`src/rtl/ps2_host_tx.sv`:
```
// PS/2 host-to-device transmitter: inhibit, request-to-send, 11-bit frame clocked by the device, ACK check.
// The pins are driven only as open-collector pull-downs through the *_oe outputs.
module ps2_host_tx #(
    parameter int INHIBIT_CYCLES = 5000,
    parameter int RTS_CYCLES     = 250,
    parameter int FIRST_TIMEOUT  = 750000,
    parameter int BIT_TIMEOUT    = 100000
) (
    input  logic       clock,
    input  logic       reset,
    input  logic [7:0] tx_data,
    input  logic       tx_valid,
    output logic       tx_ready,
    input  logic       ps2_clk_in,
    input  logic       ps2_data_in,
    output logic       ps2_clk_oe,
    output logic       ps2_data_oe,
    output logic       busy,
    output logic       done,
    output logic       error
);

    localparam int MAX_TO  = (FIRST_TIMEOUT > BIT_TIMEOUT) ? FIRST_TIMEOUT : BIT_TIMEOUT;
    localparam int MAX_HO  = (INHIBIT_CYCLES > RTS_CYCLES) ? INHIBIT_CYCLES : RTS_CYCLES;
    localparam int T_MAX   = (MAX_TO > MAX_HO) ? MAX_TO : MAX_HO;
    localparam int TIMER_W = $clog2(T_MAX) + 1;

    typedef enum logic [2:0] {
        S_IDLE,
        S_INHIBIT,
        S_RTS,
        S_SEND,
        S_ACK,
        S_WAIT_IDLE
    } state_t;

    state_t               state_q;
    logic [1:0]           clk_sync_q;
    logic [1:0]           data_sync_q;
    logic                 clk_prev_q;
    logic [TIMER_W-1:0]   timer_q;
    logic [3:0]           bitcnt_q;
    logic [8:0]           shreg_q;
    logic                 clk_oe_q;
    logic                 data_oe_q;
    logic                 tx_ready_q;
    logic                 busy_q;
    logic                 done_q;
    logic                 error_q;

    logic clk_s;
    logic data_s;
    logic fall;
    logic timer_tc;

    assign clk_s    = clk_sync_q[1];
    assign data_s   = data_sync_q[1];
    assign fall     = clk_prev_q & ~clk_s;
    // Timers are loaded with the full cycle count and expire on the cycle they read 1.
    assign timer_tc = (timer_q == TIMER_W'(1));

    // Synchronisers reset to the idle-high bus level so reset never fakes a falling edge.
    always_ff @(posedge clock) begin
        if (reset) begin
            clk_sync_q  <= 2'b11;
            data_sync_q <= 2'b11;
            clk_prev_q  <= 1'b1;
        end else begin
            clk_sync_q  <= {clk_sync_q[0], ps2_clk_in};
            data_sync_q <= {data_sync_q[0], ps2_data_in};
            clk_prev_q  <= clk_sync_q[1];
        end
    end

    always_ff @(posedge clock) begin
        if (reset) begin
            state_q    <= S_IDLE;
            timer_q    <= '0;
            bitcnt_q   <= '0;
            shreg_q    <= '0;
            clk_oe_q   <= 1'b0;
            data_oe_q  <= 1'b0;
            tx_ready_q <= 1'b1;
            busy_q     <= 1'b0;
            done_q     <= 1'b0;
            error_q    <= 1'b0;
        end else begin
            done_q  <= 1'b0;
            error_q <= 1'b0;
            case (state_q)
                S_IDLE: begin
                    // tx_ready/busy settle one cycle after a done/error pulse.
                    if (tx_valid && tx_ready_q) begin
                        shreg_q    <= {~^tx_data, tx_data};
                        timer_q    <= TIMER_W'(INHIBIT_CYCLES);
                        clk_oe_q   <= 1'b1;
                        data_oe_q  <= 1'b0;
                        tx_ready_q <= 1'b0;
                        busy_q     <= 1'b1;
                        state_q    <= S_INHIBIT;
                    end else begin
                        tx_ready_q <= 1'b1;
                        busy_q     <= 1'b0;
                    end
                end

                S_INHIBIT: begin
                    if (timer_tc) begin
                        data_oe_q <= 1'b1;
                        timer_q   <= TIMER_W'(RTS_CYCLES);
                        state_q   <= S_RTS;
                    end else begin
                        timer_q <= timer_q - TIMER_W'(1);
                    end
                end

                S_RTS: begin
                    if (timer_tc) begin
                        clk_oe_q <= 1'b0;
                        timer_q  <= TIMER_W'(FIRST_TIMEOUT);
                        bitcnt_q <= '0;
                        state_q  <= S_SEND;
                    end else begin
                        timer_q <= timer_q - TIMER_W'(1);
                    end
                end

                S_SEND: begin
                    if (fall) begin
                        timer_q <= TIMER_W'(BIT_TIMEOUT);
                        if (bitcnt_q == 4'd9) begin
                            data_oe_q <= 1'b0;
                            state_q   <= S_ACK;
                        end else begin
                            data_oe_q <= ~shreg_q[bitcnt_q];
                            bitcnt_q  <= bitcnt_q + 4'd1;
                        end
                    end else if (timer_tc) begin
                        clk_oe_q  <= 1'b0;
                        data_oe_q <= 1'b0;
                        error_q   <= 1'b1;
                        state_q   <= S_IDLE;
                    end else begin
                        timer_q <= timer_q - TIMER_W'(1);
                    end
                end

                S_ACK: begin
                    if (fall) begin
                        if (!data_s) begin
                            timer_q <= TIMER_W'(BIT_TIMEOUT);
                            state_q <= S_WAIT_IDLE;
                        end else begin
                            clk_oe_q  <= 1'b0;
                            data_oe_q <= 1'b0;
                            error_q   <= 1'b1;
                            state_q   <= S_IDLE;
                        end
                    end else if (timer_tc) begin
                        clk_oe_q  <= 1'b0;
                        data_oe_q <= 1'b0;
                        error_q   <= 1'b1;
                        state_q   <= S_IDLE;
                    end else begin
                        timer_q <= timer_q - TIMER_W'(1);
                    end
                end

                S_WAIT_IDLE: begin
                    if (clk_s && data_s) begin
                        done_q  <= 1'b1;
                        state_q <= S_IDLE;
                    end else if (timer_tc) begin
                        clk_oe_q  <= 1'b0;
                        data_oe_q <= 1'b0;
                        error_q   <= 1'b1;
                        state_q   <= S_IDLE;
                    end else begin
                        timer_q <= timer_q - TIMER_W'(1);
                    end
                end

                default: begin
                    clk_oe_q  <= 1'b0;
                    data_oe_q <= 1'b0;
                    state_q   <= S_IDLE;
                end
            endcase
        end
    end

    assign tx_ready    = tx_ready_q;
    assign busy        = busy_q;
    assign done        = done_q;
    assign error       = error_q;
    assign ps2_clk_oe  = clk_oe_q;
    assign ps2_data_oe = data_oe_q;

endmodule

```
`config.mk`:
```
export PLATFORM = sky130hd
export DESIGN_NAME = ps2_host_tx
export DESIGN_NICKNAME = d
export VERILOG_FILES = /design/src/rtl/ps2_host_tx.sv
export SDC_FILE = /design/constraint.sdc
export NUM_CORES = 1
export LEC_CHECK = 0
export CORE_ASPECT_RATIO = 1.5
export CORE_MARGIN = 3
export CORE_UTILIZATION = 35
export CTS_CLUSTER_SIZE = 12
export DETAILED_ROUTE_END_ITERATION = 10
export GPL_TIMING_DRIVEN = 1
export MAX_ROUTING_LAYER = met4
export PLACE_DENSITY = 0.5
export RECOVER_POWER = 25
export SYNTH_ARGS = -nofsm -noshare
export SYNTH_HDL_FRONTEND = slang
export SYNTH_SLANG_ARGS = --single-unit
```
`constraint.sdc`:
```
create_clock -name clock -period 2.86 [get_ports clock]
set_input_delay 0.286 -clock clock [delete_from_list [all_inputs] [get_ports clock]]
set_output_delay 0.286 -clock clock [all_outputs]
set_load 0.03 [all_outputs]
```
-- After elaboration in Yosys (flattened, before gate mapping)
Index checks and enable logic that the tools add are counted.
- register bits: 48
- bits in latches: 0
- memory bits (writable): 0
- memory bits (read-only): 0
- output and inout port bits: 6
- memories: 0
- $add $sub $neg: 2
- multiply operators: 0
- div/mod/pow operators: 0
- magnitude comparators: 1
- equal/unequal tests: 17
- shift operators: 0
- multiplexer cells: 49
- bitwise operators: 6
- reductions and logical operators: 13
- operators by type and width (kind ; count):
    21-bit 2-to-1 mux ; 8
    21-bit case mux with 6 select lines ; 1
    3-bit 2-to-1 mux ; 9
    1-bit 2-to-1 mux ; 22
    21-bit by 1-bit == test with 1-bit output (second input constant) ; 1
    21-bit by 1-bit subtractor with 21-bit output (second input constant) ; 1
    3-bit case mux with 6 select lines ; 1
    2-bit inequality test (second input constant) ; 7
    4-bit 2-to-1 mux ; 3
    1-bit case mux with 6 select lines ; 2
    4-bit AND reduction ; 3
    5-bit AND reduction ; 2
    3-bit inequality test (second input constant) ; 3
    4-bit case mux with 2 select lines ; 1
    8-bit XNOR reduction ; 1
    3-bit by 2-bit == test with 1-bit output (second input constant) ; 2
    3-bit == test (second input constant) ; 2
    6-bit nonzero test ; 1
    4-bit by 5-bit less-than comparator with 1-bit output (second input constant) ; 1
    1-bit inverter ; 5
    4-bit by 1-bit adder with 4-bit output (second input constant) ; 1
    1-bit binary-select mux with 4-bit select ; 1
    4-bit == test (second input constant) ; 1
    3-bit by 1-bit == test with 1-bit output (second input constant) ; 1
    other kinds (7) ; 8

-- Longest topological paths before layout
- word-level depth: 6
- mapped depth: 10
- gate-level depth less buffers: 10

-- Least setup slack after synthesis
No wires, ideal clock.
- path type: reg2reg
- start point: register timer_q[4]
- end point: register timer_q[0]
- setup time: 0.128 ns
- arrival: 1.834 ns
- setup slack: 0.898 ns
- cell stages (with the launch flop): 9
- clock period less this slack: 1.962 ns
- path through: dfxtp_1 > nor4_4 > nand4b_1 > nor2_1 > inv_1 > ha_1 > nor3_1 > a221oi_1 > nor2_1
- cells in the longest elaborated chain, start to end: 4
- elaborated cells between the ends (all ways): 8
- classes of those cells: eq/ne (1); mux (7)
- ends and longest elaborated chain (what ; RTL line ; source):
    start: declaration ; 41 ; logic [TIMER_W-1:0] timer_q;
    start signal: assignment ; 95 ; timer_q <= TIMER_W'(INHIBIT_CYCLES);
    start signal: assignment ; 110 ; timer_q <= TIMER_W'(RTS_CYCLES);
    start signal: assignment ; 113 ; timer_q <= timer_q - TIMER_W'(1);
    21-bit by 1-bit == test with 1-bit output * ; 60 ; assign timer_tc = (timer_q == TIMER_W'(1));
    21-bit 2-to-1 mux ; -- ;
    21-bit 2-to-1 mux (on tied branches) ; -- ;
    21-bit case mux with 6 select lines * ; 90 ; case (state_q)
Mark *: on every way between the ends. The rest lies on a longest branch, timed or not. The select of a mux whose other input is x is not followed.
A chain may end at the register's enable or synchronous reset.

-- Worst setup path after layout
- start point: register timer_q[1]
- end point: register timer_q[5]
- cells in the longest elaborated chain, start to end: 4
- elaborated cells between the ends (all ways): 9
- classes of those cells: add/sub (1); eq/ne (1); mux (7)
- ends and longest elaborated chain (what ; RTL line):
    21-bit by 1-bit subtractor with 21-bit output or 21-bit by 1-bit == test with 1-bit output (tied branches) ; --
    21-bit 2-to-1 mux ; 138, 159, 173
    21-bit 2-to-1 mux (on tied branches) ; 170, 129, 149
    21-bit case mux with 6 select lines * ; 90
Marks and branches as above.

==> flow_summary.json <==
{
  "cts_tree": "yes",
  "max_clock_freq_mhz": 406,
  "vias": 2719,
  "clkLatencyLatePin_ns": 0.29,
  "cts_resized": 0,
  "antenna_cells": 0,
  "drt_iter0_markers": 149,
  "cts-root-buf": "clkbuf_16",
  "grt_pass1_wl_mm": 13.6,
  "synth.area.top_cells": "dfxtp_1 34%, a21oi_1 6.5%, nand2_1 5.1%, nor2_1 5.0%, o21ai_0 3.9%",
  "max_stage_delay_ns": 0.54,
  "synth-main-ff-cell": "dfxtp_1",
  "fin_worst_skew_ns": 0.00518,
  "hp-class": "flip-flop to flip-flop",
  "finalSetupViolations": 0,
  "syn_nets": 380,
  "cts_max_level": 2,
  "final_area_um2": 3270,
  "post_cts_buffers": 0,
  "cts_buffers": 5,
  "overflow": 0,
  "synth-edff-count": 0,
  "crit_fanout": 17,
  "die_h_um": 117,
  "yosysTopAreaCell": "dfxtp_1",
  "crit_path_top_delay_cell": "or2_1",
  "startpoint_type": "flip-flop",
  "p_leak_nw": 1.18,
  "place_congestion": 0.824,
  "final.period_utilization_pct": 86.1,
  "final_cells": 480,
  "final_hold_viol_count": 0,
  "r2r_cells": 8,
  "slew_headroom_pct": 40.1,
  "ant_nets": 0,
  "crit_chain": "inv_1 > ha_1 > nor4b_1 > nand3_1 > or2_1 > nand2_1 > o41ai_1 > o32ai_1",
  "drc": 0,
  "routed_wl_mm": 8.18,
  "syn_area_um2": 2850,
  "drive_above_1_share_pct": 10.3,
  "synth_cell_types": 61,
  "yosysMostFrequentCell": "dfxtp_1",
  "grt_max_degree": 43,
  "rows": 39,
  "ys.warnings.count": 0,
  "rsz0062_at_grt": "false",
  "critPathKind": "flip-flop to flip-flop",
  "synth_seq_cells": 48,
  "die_w_um": 79.7,
  "critPathRequiredTime_ns": 3.00,
  "clk_transition_reported_paths_ns": 0.07,
  "maxSlewViolCount": 0,
  "clock_path_buffers": 2,
  "syn_to_final_growth_pct": 14.6,
  "cts.sinks": 48,
  "p_per_area_nw_per_um2": 1060,
  "async_reset_ff_share_pct": 0,
  "endpoint_kind": "flip-flop",
  "syn_area_per_cell_um2": 7.87,
  "initial_core_util_pct": 36.7,
  "place_inst": 472,
  "ys_top_cells_by_count": "48 x dfxtp_1, 39 x nand2_1, 38 x nor2_1",
  "avgViaCountPerCell": 5.66,
  "final.setup.tns_ns": 0,
  "hold_path_depth": 1,
  "ios": 19,
  "final_nets": 395,
  "peakVddDrop_uv": 446,
  "tightest_slew_ns": 0.899,
  "cts_hold_buf": 0,
  "groute.usage.overall_pct": 19.5,
  "outcome": "completed",
  "yosysSeqAreaShare_pct": 33.7,
  "wl_per_cell_um": 17.0,
  "antenna_found_initial": 0,
  "synth.top_cell.area_share_pct": 33.7,
  "drv_cap": 0,
  "synthCells": 362,
  "first_pass_iters": 4,
  "critical_path_arrival_ns": 2.61,
  "first_global_vias": 2713,
  "place_area_um2": 3120,
  "dp_hpwl_mm": 5.94,
  "coreArea_um2": 7760,
  "fin_crit_ns": 2.46,
  "portBuffers": 18,
  "die_area_um2": 9280
}
## cells by family after synthesis
kind of cell	after synthesis	synth area share [%]
fa+ha+maj	5	2.19
xor+xnor	17	5.22
mux	5	2.63
simple gates	159	29.3
buf+inv	28	5.40
compound gates	100	21.5
flops	48	33.7
## critical path, delay by kind of cell (launching register included)
family / cells / cell delay, ns
adder cells (fa/ha/maj): 1 / 0.19
AND/OR/NAND/NOR: 4 / 1.04
flip-flops: 1 / 0.44
buffers and inverters: 1 / 0.12
AO/OA/AOI/OAI: 2 / 0.55
## per-layer routing
metal / track usage, % / up-vias / routed length [um] / share of wire [%]
li1: - / 1349 / - / -
met1: 21.6 / 1291 / 3450 / 42
met2: 33.5 / 58 / 4190 / 51
met3: 3.47 / 21 / 278 / 3.4
met4: 9.40 / 0 / 259 / 3.2
met5: - / - / 0 / 0
## placed cells by master (no fill, tap or decap), drive strengths merged, types with 3 or more instances in the layout
master         count
xnor2              9
o211ai             3
nor4               8
buf               12
nand2             40
dfxtp             48
nor2              38
a21oi             37
a221oi             3
and3               3
o31ai              6
or3                6
o21ai             23
a2111oi            3
nand2b             6
dlygate4sd3        7
nor3              13
a211oi             5
nand3             12
a21o               3
a31oi              5
nand4              3
clkdlybuf4s50     11
or2                7
mux2i              3
inv                5
and2               5
clkbuf             7
or4                5
nor2b              3
ha                 5
xor2               8
## path summary, 6_finish.rpt
| check | start | end | slack [ns] |
|---|---|---|---|
| max | timer_q[1]$_SDFFE_PP0P_ | timer_q[5]$_SDFFE_PP0P_ | 0.40 |
| min | clk_sync_q[0]$_SDFF_PP1_ | clk_sync_q[1]$_SDFF_PP1_ | 0.41 |
| max reg2reg | timer_q[1]$_SDFFE_PP0P_ | timer_q[5]$_SDFFE_PP0P_ | 0.40 |
| min reg2reg | clk_sync_q[0]$_SDFF_PP1_ | clk_sync_q[1]$_SDFF_PP1_ | 0.41 |
## where the power goes
part	leakage [nW]	switching, W	total, W	internal (W)
clock	0.0766	0.000250	0.000595	0.000345
sequential	0.392	0.000196	0.00101	0.000817
combinational	0.714	0.00114	0.00186	0.000717
## cell type report
cell class | count | area, um^2
fill | 827 | 4490
multi-input combinational | 286 | 1740
sequential | 48 | 961
timing repair buffer | 31 | 275
clock buffer | 6 | 139
tap | 102 | 128
inverter | 5 | 18.8
clock inverter | 2 | 10.0
## stage by stage
step / power, W / worst slack, ns / util, % / hold WS (ns)
finish: 0.00347 / 0.398 / 42.1 / 0.415
floorplan: 0.00233 / 0.898 / - / 0.389
global placement: 0.00287 / 0.432 / 40.2 / 0.391
CTS: 0.00349 / 0.431 / 42.1 / 0.418
detailed placement: 0.00288 / 0.362 / 40.2 / 0.400
global route: 0.00377 / 0.126 / 42.1 / 0.435
## registers in the layout (all words and copies together) (netlist names)
| register | cells |
|---|---|
| shreg_q | 9 |
| error | 1 |
| ps2_clk_oe | 1 |
| state_q | 3 |
| done | 1 |
| clk_prev_q | 1 |
| timer_q | 21 |
| busy | 1 |
| clk_sync_q | 2 |
| ps2_data_oe | 1 |
| bitcnt_q | 4 |
| data_sync_q | 2 |
| tx_ready | 1 |
(Power assumes the default switching activity.)
==> RTL change 1 (config.mk and constraints unchanged) <==
Make the reset (`reset`) asynchronous in 2 clocked blocks. Comments in the files are not updated.
--- a/src/rtl/ps2_host_tx.sv
+++ b/src/rtl/ps2_host_tx.sv
@@ -60,7 +60,7 @@
     assign timer_tc = (timer_q == TIMER_W'(1));
 
     // Synchronisers reset to the idle-high bus level so reset never fakes a falling edge.
-    always_ff @(posedge clock) begin
+    always_ff @(posedge clock or posedge reset) begin
         if (reset) begin
             clk_sync_q  <= 2'b11;
             data_sync_q <= 2'b11;
@@ -72,7 +72,7 @@
         end
     end
 
-    always_ff @(posedge clock) begin
+    always_ff @(posedge clock or posedge reset) begin
         if (reset) begin
             state_q    <= S_IDLE;
             timer_q    <= '0;
Formal check against the unedited RTL: differs if reset is asserted again (counterexample within 4 cycles, from zero or initial values and one cycle with reset high); with reset held inactive, the same outputs for 10 cycles.
==> RTL change 1 against the original RTL <==
Synthesized cell count shrank 5.2%. Largest cell class unchanged. Global-route usage up 0.47 points. Count of clock-buffer cells in the layout unchanged. Sequential cell count stayed put. Wire length increased by 7.5%. Area after synthesis is 7.0% higher. First-iteration DRC count up 36%. Setup slack got worse by 0.065 ns. Largest power group unchanged. Critical endpoint is now timer_q[0]$_DFFE_PP0P_. Core utilization rose by 0.60 points. Total power decreased by 13%. Design area grew 11%. Critical path type unchanged. Critical path depth is the same.
==> RTL change 1: results (changes against the original RTL) <==
run_status:
  status: "finished clean"
finish:
  nNetsFinal: 392  # -0.76%
  inv_count: 8  # +3
  final-clk-cell-share_pct: 3.70  # -0.85 points
  buf_share_pct: 10.1  # +1.7 points
  n_all_buffers: 41  # +32%
  multi_input_area_share_pct: 48.2  # -4.9 points
placed_design:
  pre_cts_ws_ns: 0.334  # -0.0276 ns
  dp_hpwl_mm: 6.69  # +13%
  gp_congestion: 0.859  # +4.3%
  place_inst: 474  # +0.42%
logic_synthesis:
  syn_nets: 361  # -5.0%
  synth_top_flop_cell: "dfrtp_1"
  yosys.cell_types.count: 65  # +6.6%
  ys_seq_area_share_pct: 39.6  # +5.9 points
  synth_area_leaders: "dfrtp_1 34%, nor2_1 5.4%, dfstp_2 5.2%, o21ai_0 3.8%, mux2_2 3.7%"
  async_flop_share_pct: 100  # +100 points
power:
  p_comb_w: 0.00129  # -31%
  p_int_w: 0.00185  # -1.5%
  p_leak_nw: 1.44  # +22%
critical_path:
  endpoint: "timer_q[0]$_DFFE_PP0P_"
  crit_slowest_cell: "or4_4"
  critPathMaxFanout: 7  # -10
  reg2reg_slack_ns: 0.33  # -0.06 ns
  cp.arrival_ns: 2.75  # +0.14 ns
  rr_startpoint: "timer_q[14]$_DFFE_PP0P_"
drt:
  routed_wl_mm: 8.79  # +7.5%
global_routing:
  grt_max_degree: 26  # -40%
  grt_pass1_wl_mm: 14.7  # +7.9%
  grt_pass1_vias: 2805  # +3.4%
die:
  die_area_mm2: 0.00989  # +6.5%
hold_path:
  holdPathEnd: "data_sync_q[1]$_DFF_PP1_"
  min_from: "data_sync_q[0]$_DFF_PP1_"
  hold_depth: 0  # -1
sta:
  finalClockSkew_ns: 0.00550  # +0.000329 ns
  min_period_over_period_pct: 88.4  # +2.3 points
  worst_slew_pin_slew_ns: 1.04  # +0.143 ns
  whs_ns: 0.355  # -0.0596 ns
RTL change 1: changes by cell type after synthesis, sizes merged, moves of 6 or more:
cell	unedited run	this run
xor2	8	2
dfxtp	48	0
dfstp	0	6
nand2	40	30
mux2	0	10
dfrtp	0	42
nor2	38	44
a21oi	37	18
RTL change 1: kinds of logic after synthesis:
kind of cell | after synthesis | synth area share, %
AO/OA/AOI/OAI | 106 | 24.1
XOR/XNOR | 13 | 3.73
adder cells (fa/ha/maj) | 5 | 2.05
buffers and inverters | 25 | 3.20
flip-flops | 48 | 39.6
multiplexers | 14 | 5.42
AND/OR/NAND/NOR | 132 | 21.9
RTL change 1: per-layer routing:
layer  wire length [µm]  GRT usage (%)  vias to the layer above  share of wire [%]
met5                  0              -                        -                  0
met4                421           11.0                        0                4.8
met3                347           2.83                       25                3.9
met2               4420           31.5                       89                 50
met1               3610           24.0                     1320                 41
li1                   -              -                     1333                  -
==> RTL change 2 (same settings) <==
Made on the original files. Set the parameter `FIRST_TIMEOUT` to 1500000 (it was 750000).
--- a/src/rtl/ps2_host_tx.sv
+++ b/src/rtl/ps2_host_tx.sv
@@ -3,7 +3,7 @@
 module ps2_host_tx #(
     parameter int INHIBIT_CYCLES = 5000,
     parameter int RTS_CYCLES     = 250,
-    parameter int FIRST_TIMEOUT  = 750000,
+    parameter int FIRST_TIMEOUT  = 1500000,
     parameter int BIT_TIMEOUT    = 100000
 ) (
     input  logic       clock,
Check against the original RTL: same outputs for any inputs over 10 cycles, from zero or initial values and one cycle with reset high; that may be too few to reach the edited logic, so the function may still have changed.
==> RTL change 2 against the original RTL <==
Setup slack improved by 0.021 ns. Sequential cell count increased by 1. Fmax rose by 0.87%. Critical endpoint is now timer_q[7]$_SDFFE_PP0P_. Global-route usage increased by 0.81 points. Area after synthesis rose by 3.4%. Critical path type unchanged. Final cell count is 5.4% higher. Worst hold slack worse by 0.0038 ns. Die area up 3.2%. Design area rose by 5.6%. Wire length grew 10%. Clock skew grew 0.00050 ns. Via count increased by 7.6%. Total power down 12%.
==> RTL change 2: results (changes against the original RTL) <==
placed_design:
  port_buffers: 18  # unchanged
  placed_area_mm2: 0.00328  # +5.1%
  place_inst: 498  # +5.5%
  dp_hpwl_mm: 6.76  # +14%
  gp_congestion: 0.858  # +4.1%
  pre_cts_ws_ns: 0.496  # +0.135 ns
logic_synthesis:
  synth_compound_area_share_pct: 25.5  # +4.0 points
  synth_area_leaders: "dfxtp_1 33%, a21oi_1 6.3%, nand2_1 5.0%, nor2_1 4.8%, o21ai_0 4.4%"
  synth-xor-area-share_pct: 4.46  # -0.77 points
  syn_inst: 380  # +5.0%
  yosys.cell_types.count: 59  # -3.3%
  syn_nets: 398  # +4.7%
  synth_adder_area_share_pct: 2.12  # -0.073 points
  synthTopCellsByCount: "49 x dfxtp_1, 39 x nand2_1, 38 x nor2_1"
  synthMuxAreaShare_pct: 2.21  # -0.43 points
clock_network:
  cts-resized-gates: 0  # unchanged
  root_buffer: "clkbuf_16"
  cts_buffers: 5  # unchanged
global_routing:
  grtUsageMet2_pct: 34.7  # +1.2 points
  grt_pass1_vias: 2896  # +6.7%
  use_met1_pct: 22.5  # +0.92 points
  grt_max_degree: 44  # +2.3%
  grt_pass1_wl_mm: 14.7  # +8.3%
  grt-ovfl-total: 0  # unchanged
  gr-usage-met3_pct: 2.74  # -0.73 points
finish:
  nNetsFinal: 418  # +5.8%
  largestRegisters: "timer_q: 22 flops, shreg_q: 9 flops, bitcnt_q: 4 flops"
  layout-drive-gt1-share_pct: 10.7  # +0.41 points
  final_cells: 506  # +5.4%
hold_path:
  min_from: "data_sync_q[0]$_SDFF_PP1_"
  holdPathEnd: "data_sync_q[1]$_SDFF_PP1_"
sta:
  fmax_mhz: 410  # +0.87%
  finalClockSkew_ns: 0.00568  # +0.000502 ns
  whs_ns: 0.411  # -0.00383 ns
  worst_slew_pin_slew_ns: 0.930  # +0.0313 ns
drt:
  wire_per_inst_um: 17.8  # +4.5%
  drtIter0Drc: 239  # +60%
  avgViaCountPerCell: 5.78  # +2.0%
critical_path:
  reg2reg_slack_ns: 0.42  # +0.02 ns
  critPathMaxFanout: 11  # -6
  rr_startpoint: "timer_q[6]$_SDFFE_PP0P_"
  critPathTopFamily: "simple AND/OR/NAND/NOR gates"
  cp.arrival_ns: 2.65  # +0.04 ns
  crit_slowest_cell: "nor4_2"
  rr_worst_depth: 6  # -2
  endpoint: "timer_q[7]$_SDFFE_PP0P_"
power:
  ir_worst_vdd_uv: 368  # -18%
  p_leak_nw: 1.30  # +9.8%
run_status:
  status: "finished clean"
==> RTL change 2: cell count changes after synthesis, moves of 4 or more <==
cell and delta:
a22o_1 +4, inv_1 +4, a22oi_1 +4, nor3_1 +4, o31ai_1 -4, and2_1 -5
o21ai_0 +4
==> RTL change 2: final cells by class <==
type / instances / area [µm²]
fillers: 860 / 4660
repair buffers: 32 / 283
inverters: 9 / 33.8
clock buffers: 5 / 125
clock inverters: 3 / 46.3
well taps: 105 / 131
multi-input cells: 303 / 1850
flip-flops and latches: 49 / 981
==> RTL change 2: routing by layer <==
layer  wire, µm  up-vias
met1       3700     1387
met3        308       23
li1           -     1434
met2       4650       81
met5          0        -
met4        351        0
==> RTL change 2: power breakdown <==
group	leakage (nW)	internal, W	total [W]	switching, W
sequential	0.400	0.000793	0.000945	0.000153
combinational	0.819	0.000542	0.00140	0.000861
clock	0.0800	0.000415	0.000701	0.000286
